**src/rtl/divider_iterative.sv**
```systemverilog
// Iterative restoring divider: one quotient bit per clock, signed or unsigned operands.
// Handshake: start is accepted on any rising edge where busy is low; valid pulses once per accepted request.
module divider_iterative #(
    parameter int WIDTH = 8
) (
    input  logic             clk,
    input  logic             reset,
    input  logic             start,
    input  logic             signed_op,
    input  logic [WIDTH-1:0] a,
    input  logic [WIDTH-1:0] b,
    output logic             busy,
    output logic             valid,
    output logic             div_by_zero,
    output logic [WIDTH-1:0] quotient,
    output logic [WIDTH-1:0] remainder,
    output logic [1:0]       state_dbg
);

    localparam int CNT_W = $clog2(WIDTH + 1);
    localparam logic [CNT_W-1:0] LAST_ITER = CNT_W'(WIDTH - 1);

    typedef enum logic [1:0] {
        IDLE = 2'd0,
        CALC = 2'd1,
        FIX  = 2'd2
    } state_t;

    state_t           state_q;
    logic [CNT_W-1:0] cnt_q;
    logic [WIDTH-1:0] dvs_q;
    logic [WIDTH-1:0] dvd_q;
    logic [WIDTH:0]   rem_q;
    logic             sgn_q;
    logic             q_neg_q;
    logic             r_neg_q;
    logic             dbz_q;
    logic             pend_q;

    logic             a_neg;
    logic             b_neg;
    logic [WIDTH-1:0] a_mag;
    logic [WIDTH-1:0] b_mag;
    logic [WIDTH:0]   rem_shift;
    logic [WIDTH+1:0] diff;
    logic             q_bit;
    logic [WIDTH:0]   rem_d;
    logic [WIDTH-1:0] dvd_d;
    logic [WIDTH-1:0] fix_quo_d;
    logic [WIDTH-1:0] fix_rem_d;

    always_comb begin
        a_neg     = signed_op & a[WIDTH-1];
        b_neg     = signed_op & b[WIDTH-1];
        a_mag     = a_neg ? -a : a;
        b_mag     = b_neg ? -b : b;
        // dvd_q doubles as the shift-in source for dividend bits and the sink for quotient bits
        rem_shift = {rem_q[WIDTH-1:0], dvd_q[WIDTH-1]};
        diff      = {1'b0, rem_shift} - {2'b00, dvs_q};
        q_bit     = ~diff[WIDTH+1];
        rem_d     = q_bit ? diff[WIDTH:0] : rem_shift;
        dvd_d     = {dvd_q[WIDTH-2:0], q_bit};
        fix_quo_d = (sgn_q & q_neg_q) ? -dvd_q : dvd_q;
        fix_rem_d = (sgn_q & r_neg_q) ? -rem_q[WIDTH-1:0] : rem_q[WIDTH-1:0];
    end

    always_ff @(posedge clk or posedge reset) begin
        if (reset) begin
            state_q     <= IDLE;
            cnt_q       <= '0;
            dvs_q       <= '0;
            dvd_q       <= '0;
            rem_q       <= '0;
            sgn_q       <= 1'b0;
            q_neg_q     <= 1'b0;
            r_neg_q     <= 1'b0;
            dbz_q       <= 1'b0;
            pend_q      <= 1'b0;
            valid       <= 1'b0;
            div_by_zero <= 1'b0;
            quotient    <= '0;
            remainder   <= '0;
        end else begin
            valid  <= 1'b0;
            pend_q <= 1'b0;
            // The FIX result parks in dvd_q/rem_q for one cycle, then publishes with valid
            if (pend_q) begin
                valid       <= 1'b1;
                quotient    <= dvd_q;
                remainder   <= rem_q[WIDTH-1:0];
                div_by_zero <= dbz_q;
            end
            case (state_q)
                IDLE: begin
                    if (start) begin
                        sgn_q   <= signed_op;
                        q_neg_q <= a_neg ^ b_neg;
                        r_neg_q <= a_neg;
                        dvs_q   <= b_mag;
                        cnt_q   <= '0;
                        if (b == '0) begin
                            dbz_q   <= 1'b1;
                            sgn_q   <= 1'b0;
                            dvd_q   <= '1;
                            rem_q   <= {1'b0, a};
                            state_q <= FIX;
                        end else begin
                            dbz_q   <= 1'b0;
                            dvd_q   <= a_mag;
                            rem_q   <= '0;
                            state_q <= CALC;
                        end
                    end
                end
                CALC: begin
                    rem_q <= rem_d;
                    dvd_q <= dvd_d;
                    cnt_q <= cnt_q + 1'b1;
                    if (cnt_q == LAST_ITER) begin
                        state_q <= FIX;
                    end
                end
                FIX: begin
                    dvd_q   <= fix_quo_d;
                    rem_q   <= {1'b0, fix_rem_d};
                    pend_q  <= 1'b1;
                    state_q <= IDLE;
                end
                default: state_q <= IDLE;
            endcase
        end
    end

    assign busy      = (state_q == CALC) || (state_q == FIX);
    assign state_dbg = state_q;

endmodule

```
**config.mk**
```make
export PLATFORM = sky130hd
export DESIGN_NAME = divider_iterative
export DESIGN_NICKNAME = d
export VERILOG_FILES = /design/src/rtl/divider_iterative.sv
export SDC_FILE = /design/constraint.sdc
export NUM_CORES = 1
export LEC_CHECK = 0
export CORE_ASPECT_RATIO = 0.75
export CORE_MARGIN = 4
export CORE_UTILIZATION = 50
export CTS_BUF_LIST = sky130_fd_sc_hd__clkbuf_4 sky130_fd_sc_hd__clkbuf_8 sky130_fd_sc_hd__clkbuf_16
export DETAILED_ROUTE_END_ITERATION = 16
export MAX_ROUTING_LAYER = met4
export PLACE_DENSITY = 0.72
export SLEW_MARGIN = 20
export SYNTH_ARGS = -nofsm -noshare
export SYNTH_HDL_FRONTEND = slang
export SYNTH_SLANG_ARGS = --single-unit
```
**constraint.sdc**
```tcl
create_clock -name clk -period 2.5 [get_ports clk]
set_clock_uncertainty 0.2 [all_clocks]
set_input_delay 0.625 -clock clk [delete_from_list [all_inputs] [get_ports clk]]
set_output_delay 0.625 -clock clk [all_outputs]
set_load 0.02 [all_outputs]
```
==> flow_metrics.py, run 1 <==
metrics = {
    "yosys": {
        "synth-edff-count": 0,
        "ys_ff_latch": 53,
        "netlist_area_sq_mm": 0.00359,
        "synth_ff_type": "dfrtp_1",
        "synth_nets": 434,
        "synth_top_area_frac": 0.369,
        "ys_seq_area_frac": 0.369,
        "yosys.cell_types.count": 65,
        "ys_top_cells_by_area": "dfrtp_1, ha_1, mux2_2, nand2_1, o21ai_0",
        "syn_inst": 396,
        "synth_top_cell_by_area": "dfrtp_1",
        "yosysWarnings": 0,
        "postSynthAreaPerCell_sq_um": 9.07,
        "postSynth.asyncResetShare": 1.00,
    },
    "critical_path": {
        "crit_slowest_cell": "or4b_4",
        "regToRegSetupSlack_ns": 0.14,
        "arrival_ns": 2.54,
        "critPathLaunchType": "primary input",
        "worst-r2r-cell-count": 9,
        "crit_path_max_incr_delay_ns": 0.49,
        "critPathMaxFanout": 5,
        "timing.rr.end": "rem_q[6]",
        "worst_setup_path_end_kind": "flip-flop",
        "r2r-start": "dvd_q[7]",
        "path_class": "in2reg",
        "crit_required_ns": 2.55,
        "crit_path_cell_trace": "clkdlybuf4s50_1 -> inv_1 -> ha_2 -> or4b_4 -> nor3b_4 -> a21oi_1 -> a2bb2oi_1 -> nand3_1",
        "path_depth": 8,
        "path_buf_inv": 2,
        "timing.critical_path.max_delay_family": "simple AND/OR/NAND/NOR gates",
    },
    "clock_tree": {
        "cts_max_level": 2,
        "cts_setup_buffers": 0,
        "clkSlewWorstSetupHoldPaths_ns": 0.11,
        "cts_sinks": 53,
        "ctsLongestPathBuffers": 2,
        "numCtsBuffers": 5,
        "cts_tree": "built",
        "cts-root-buf": "clkbuf_8",
        "clock_latency_ns": 0.31,
    },
    "placed_design": {
        "gp_congestion": 0.958,
        "post-dp-hpwl_microns": 7490,
        "dpl_cell_area_sq_mm": 0.00445,
        "io_buffers": 40,
    },
    "sta": {
        "max_freq_ghz": 0.401,
        "hold_viol": 0,
        "tns_ns": 0,
        "setup_viol": 0,
        "period_minus_slack_ns": 2.49,
        "period_share": 0.996,
        "rsz0062_at_grt": "yes",
        "drv_slew": 0,
        "tightest_slew_ns": 0.565,
        "maxSlewHeadroom": 0.621,
    },
    "min_path": {
        "hold_depth": 2,
        "holdPathEnd": "dvs_q[7]",
        "min_from": "dvs_q[7]",
        "hp-class": "reg2reg",
    },
    "pwr": {
        "clock_power_share": 0.096,
        "power.combinational.fraction": 0.660,
        "pwr-share-seq": 0.244,
        "ir_drop_v": 0.000735,
        "p_int_w": 0.00334,
        "p_switching_w": 0.00289,
        "power_w": 0.00623,
        "powerDensity_mw_per_mm2": 1360,
        "switching_share": 0.463,
        "p_leak_nw": 2.05,
    },
    "global_routing": {
        "antenna_found_initial": 0,
        "grt_pass1_wl_microns": 16400,
        "grt_pass1_vias": 3107,
        "grt_overflow": 0,
        "grt_max_degree": 54,
        "grt.total_usage": 0.248,
    },
    "finish": {
        "nets": 519,
        "diodes": 0,
        "area_growth_pct": 28.0,
        "finish.utilization": 0.667,
        "final_cell_area_sq_mm": 0.00460,
        "layout-drive-gt1-share": 0.214,
    },
    "floorplanning": {
        "pin_count": 41,
        "die-area_sq_mm": 0.00862,
        "die_y_microns": 81.4,
        "start_util": 0.521,
        "dieWidth_microns": 106,
        "rows": 26,
        "fp.coreArea_sq_mm": 0.00690,
    },
    "drt": {
        "routedWlPerCell_microns": 17.0,
        "drtAntennaViolNets": 0,
        "vias": 3368,
        "viasPerCell": 5.81,
        "dr.pass1.iters": 4,
        "drtIter0Drc": 339,
        "routed_wl_microns": 9850,
        "drc_errors": 0,
    },
    "flow_run": {
        "cap_viol_max_count": 0,
    },
    "outcome": {
        "status": "completed",
    },
}
## per-stage QoR
step / hold slack (ns) / std cells / setup WS, ns
6_report: 0.290 / 580 / 0.00917
5_1_grt: 0.322 / 580 / -0.0153
4_1_cts: 0.295 / 580 / 0.00305
3_5_place_dp: 0.271 / 572 / -0.340
3_3_place_gp: 0.258 / 572 / -0.273
2_1_floorplan: 0.152 / 396 / 0.144
## cell families (layout without fill, tap and decap cells)
kind of cell             after synthesis  count (layout)  share of synthesized area
AO/OA/AOI/OAI                        116             116                      0.225
XOR/XNOR                              16              16                     0.0390
adder cells (fa/ha/maj)               18              18                     0.0648
buffers and inverters                 44             130                     0.0509
flip-flops                            53              53                      0.369
multiplexers                          23              23                     0.0700
AND/OR/NAND/NOR                      126             126                      0.181
## Yosys cell counts (2+ instances only)
cell type,n
a32o_1,5
buf_1,2
nand2b_1,2
a21oi_1,16
o22ai_1,2
xor2_1,7
a32oi_1,3
a21boi_0,4
buf_2,5
nand3b_1,2
mux2_2,17
o211ai_1,3
xnor2_1,9
o31ai_1,9
nand4_1,6
nor3_2,3
a211o_1,2
a21o_1,3
ha_1,17
dfrtp_1,53
nand2_1,47
a211oi_1,6
o21ai_0,29
o221a_2,3
o311ai_0,2
a2bb2oi_1,3
nor3_1,12
nand3_1,9
o21bai_1,3
inv_1,27
a21oi_2,2
mux2i_1,6
nor2_1,27
or3_1,2
nor2b_1,3
a31oi_1,8
nor3b_1,2
a22o_1,2
clkbuf_1,7
## final cells by class
type,instances,area (sq um)
inverters,28,105
flip-flops and latches,53,1330
clock inverters,3,46.3
clock buffers,5,68.8
repair buffers,94,817
well taps,98,123
multi-input cells,299,2110
fillers,603,2300
## power by group through the flow
| stage | Combinational, W | Sequential (W) | Clock [W] |
|---|---|---|---|
| 6_report | 0.00411 | 0.00152 | 0.000599 |
| 5_1_grt | 0.00448 | 0.00158 | 0.000654 |
| 4_1_cts | 0.00403 | 0.00152 | 0.000618 |
| 3_5_place_dp | 0.00401 | 0.00153 | 0 |
| 3_3_place_gp | 0.00394 | 0.00152 | 0 |
| 2_1_floorplan | 0.00248 | 0.00166 | 0 |
## flip-flops by register name, summed over array words and instances (netlist names)
signal,count
cnt_q,4
quotient,8
r_neg_q,1
remainder,8
q_neg_q,1
state_dbg,2
rem_q,8
pend_q,1
div_by_zero,1
dvs_q,8
dbz_q,1
dvd_q,8
valid,1
sgn_q,1
## per-layer routing
layer / wire length, microns / track usage / up-vias
li1: - / - / 1615
met1: 4900 / 0.365 / 1616
met2: 4210 / 0.375 / 131
met3: 698 / 0.0381 / 6
met4: 46 / 0.0285 / 0
met5: 0 / - / -
## worst min-delay path, stage by stage (launching register included)
cell and delay [ns]:
dfrtp_1 0.36, nand2_1 0.05, o21ai_0 0.06
## cells in the final DEF, fill, tap and decap left out, drive strengths merged, types with 6 or more instances in the layout
| cell type | n |
|---|---|
| nand4 | 6 |
| a21oi | 18 |
| a211oi | 6 |
| a31oi | 8 |
| clkdlybuf4s50 | 39 |
| buf | 54 |
| xnor2 | 9 |
| mux2 | 17 |
| mux2i | 6 |
| dfrtp | 53 |
| nor2 | 28 |
| nand3 | 9 |
| o21ai | 30 |
| inv | 27 |
| o31ai | 9 |
| nor3 | 15 |
| ha | 17 |
| xor2 | 7 |
| nand2 | 47 |
## timing repair
| item | in CTS | in global routing |
|---|---|---|
| resized for setup | 2 | 5 |
| endpoints found under the setup margin | 2 | 3 |
| hold buffers | 0 | 0 |
| pin swaps | 0 | 2 |
## how the worst max path moves through the flow
stage | startpoint | end | slack [ns]
floorplan | state_dbg[0] | dvd_q[2] | 0.14
global placement | b[0] | dvd_q[2] | -0.27
detailed placement | b[0] | rem_q[6] | -0.34
CTS | b[0] | dvd_q[2] | 0.003
global route | b[0] | rem_q[2] | -0.02
finish | b[0] | rem_q[2] | 0.009
(Power assumes the default switching activity.)
==> inputs of run 2 (changes only) <==
Clock period 2.5 ns to 2.7 ns, I/O delays scaled along.
==> run 2 against run 1 <==
Compared with the run above:
- wire length is 1.2% higher
- register-to-register slack is essentially flat
- clock power shrank 4.3%
- global-route usage fell by 0.062 points
- critical path depth is 2 higher
- worst hold slack improved by 0.0023 ns
- final cell count shrank 2.2%
- combinational power down 12%
- die area did not move
- sequential power shrank 3%
- largest cell class unchanged
==> flow_metrics.py, run 2 (synthesized netlist as in run 1, its figures left out) <==
metrics = {
    "finish": {
        "finish.utilization": 0.649,
        "area_growth_pct": 24.6,
        "layout_commonest_cell": "dfrtp_1",
        "diodes": 0,
        "layout-drive-gt1-share": 0.181,
        "nets": 506,
        "register_area_sq_mm": 0.00133,
        "final_cell_mix": "dfrtp_1, nand2_1, buf_4",
        "fill_cells": 599,
        "multi_input_area_sq_mm": 0.00208,
    },
    "drt": {
        "drtAntennaViolNets": 0,
        "routed_wl_microns": 9980,
        "drc_errors": 0,
        "routedWlPerCell_microns": 17.6,
        "drtIter0Drc": 250,
        "viasPerCell": 5.92,
        "vias": 3358,
        "dr.pass1.iters": 5,
    },
    "critical_path": {
        "worst-r2r-cell-count": 9,
        "path_class": "in2reg",
        "worst_setup_path_end_kind": "flip-flop",
        "crit_path_start": "b[0]",
        "critPathMaxFanout": 4,
        "crit_required_ns": 2.71,
        "timing.rr.end": "rem_q[6]",
        "critPathLaunchType": "primary input",
        "r2r-start": "dvd_q[7]",
        "arrival_ns": 2.59,
        "endpoint": "dvd_q[2]",
        "regToRegSetupSlack_ns": 0.15,
    },
    "pwr": {
        "power_w": 0.00569,
        "p_leak_nw": 2.00,
        "powerDensity_mw_per_mm2": 1270,
        "ir_drop_v": 0.000651,
    },
    "global_routing": {
        "grt.total_usage": 0.248,
        "grt_max_degree": 54,
        "grt_pass1_vias": 3241,
        "grt_pass1_wl_microns": 16300,
        "grt_overflow": 0,
        "antenna_found_initial": 0,
    },
    "clock_tree": {
        "cts_sinks": 53,
        "cts_setup_buffers": 0,
        "cts-root-buf": "clkbuf_8",
        "cts_hold_buffers": 0,
        "cts_max_level": 2,
        "clkSlewWorstSetupHoldPaths_ns": 0.10,
        "numCtsBuffers": 5,
        "clock_latency_ns": 0.32,
        "cts_tree": "built",
        "ctsLongestPathBuffers": 2,
    },
    "sta": {
        "period_minus_slack_ns": 2.59,
        "tightest_slew_ns": 0.793,
        "period_share": 0.958,
        "rsz0062_at_grt": "no",
        "setup_viol": 0,
        "max_freq_ghz": 0.387,
        "timing.final.ws_setup_ns": 0.113,
        "drv_slew": 0,
        "maxSlewHeadroom": 0.471,
        "hold_viol": 0,
    },
    "flow_run": {
        "cap_viol_max_count": 0,
    },
    "outcome": {
        "status": "completed",
    },
    "placed_design": {
        "io_buffers": 40,
        "post-dp-hpwl_microns": 7490,
        "gp_congestion": 0.959,
        "post-place-ws_ns": -0.215,
    },
    "floorplanning": {
        "pin_count": 41,
        "rows": 26,
        "dieWidth_microns": 106,
        "fp.coreArea_sq_mm": 0.00690,
        "start_util": 0.521,
        "die-area_sq_mm": 0.00862,
        "die_y_microns": 81.4,
    },
    "min_path": {
        "hp-class": "reg2reg",
    },
}
==> run 2: power breakdown <==
part | leakage [nW] | switching [W] | internal, W
registers | 0.675 | 0.000340 | 0.00114
clock network | 0.0588 | 0.000283 | 0.000289
logic | 1.26 | 0.00202 | 0.00161
total | 2.00 | 0.00265 | 0.00304
==> run 2: critical path, stage by stage <==
cell and delay (ns):
clkdlybuf4s50_1 0.48, inv_1 0.06, ha_1 0.24, nor4b_4 0.14, buf_4 0.16, a21oi_2 0.18
buf_4 0.16, nand2_1 0.06, a31o_2 0.24, a32o_1 0.19
==> run 2: layer usage <==
metal  global-route usage  vias up  routed length [microns]
li1                     -     1601                        -
met1                0.345     1616                     4810
met2                0.378      128                     4360
met3               0.0445       13                      680
met4               0.0595        0                      123
met5                    -        -                        0
==> run 2: through the flow <==
stage | TNS [ns] | hold slack (ns) | area, sq um | cells
floorplan | 0 | 0.152 | 3590 | 396
global placement | -0.703 | 0.258 | 4360 | 559
detailed placement | -1.27 | 0.275 | 4360 | 559
CTS | 0 | 0.298 | 4470 | 567
global route | 0 | 0.321 | 4470 | 567
finish | 0 | 0.292 | 4470 | 567
==> run 2: layout make-up <==
type                       count  area share
multi-input combinational    299       0.465
sequential                    53       0.296
timing repair buffer          81       0.162
tap                           98      0.0274
inverter                      28      0.0235
clock buffer                   6      0.0171
clock inverter                 2     0.00867
==> run 2: repair_timing <==
action | in CTS | in global routing
gates resized for setup | 0 | 1
endpoints found under the hold margin | 0 | 0
setup endpoints to repair | 0 | 1
==> run 2: worst min path at each step <==
stage | to | cells past startpoint | start | slack [ns]
floorplan | valid | 0 | pend_q | 0.15
global placement | dbz_q | 2 | dbz_q | 0.26
detailed placement | dvs_q[7] | 2 | dvs_q[7] | 0.28
CTS | dvs_q[7] | 2 | dvs_q[7] | 0.30
global route | q_neg_q | 2 | q_neg_q | 0.32
finish | dvs_q[3] | 2 | dvs_q[3] | 0.29
==> inputs of run 3 (changes only) <==
Settings changed: SKIP_LAST_GASP set to 1.
==> results of run 3 <==
Final layout, timing and power as in run 2 (identical DEF).
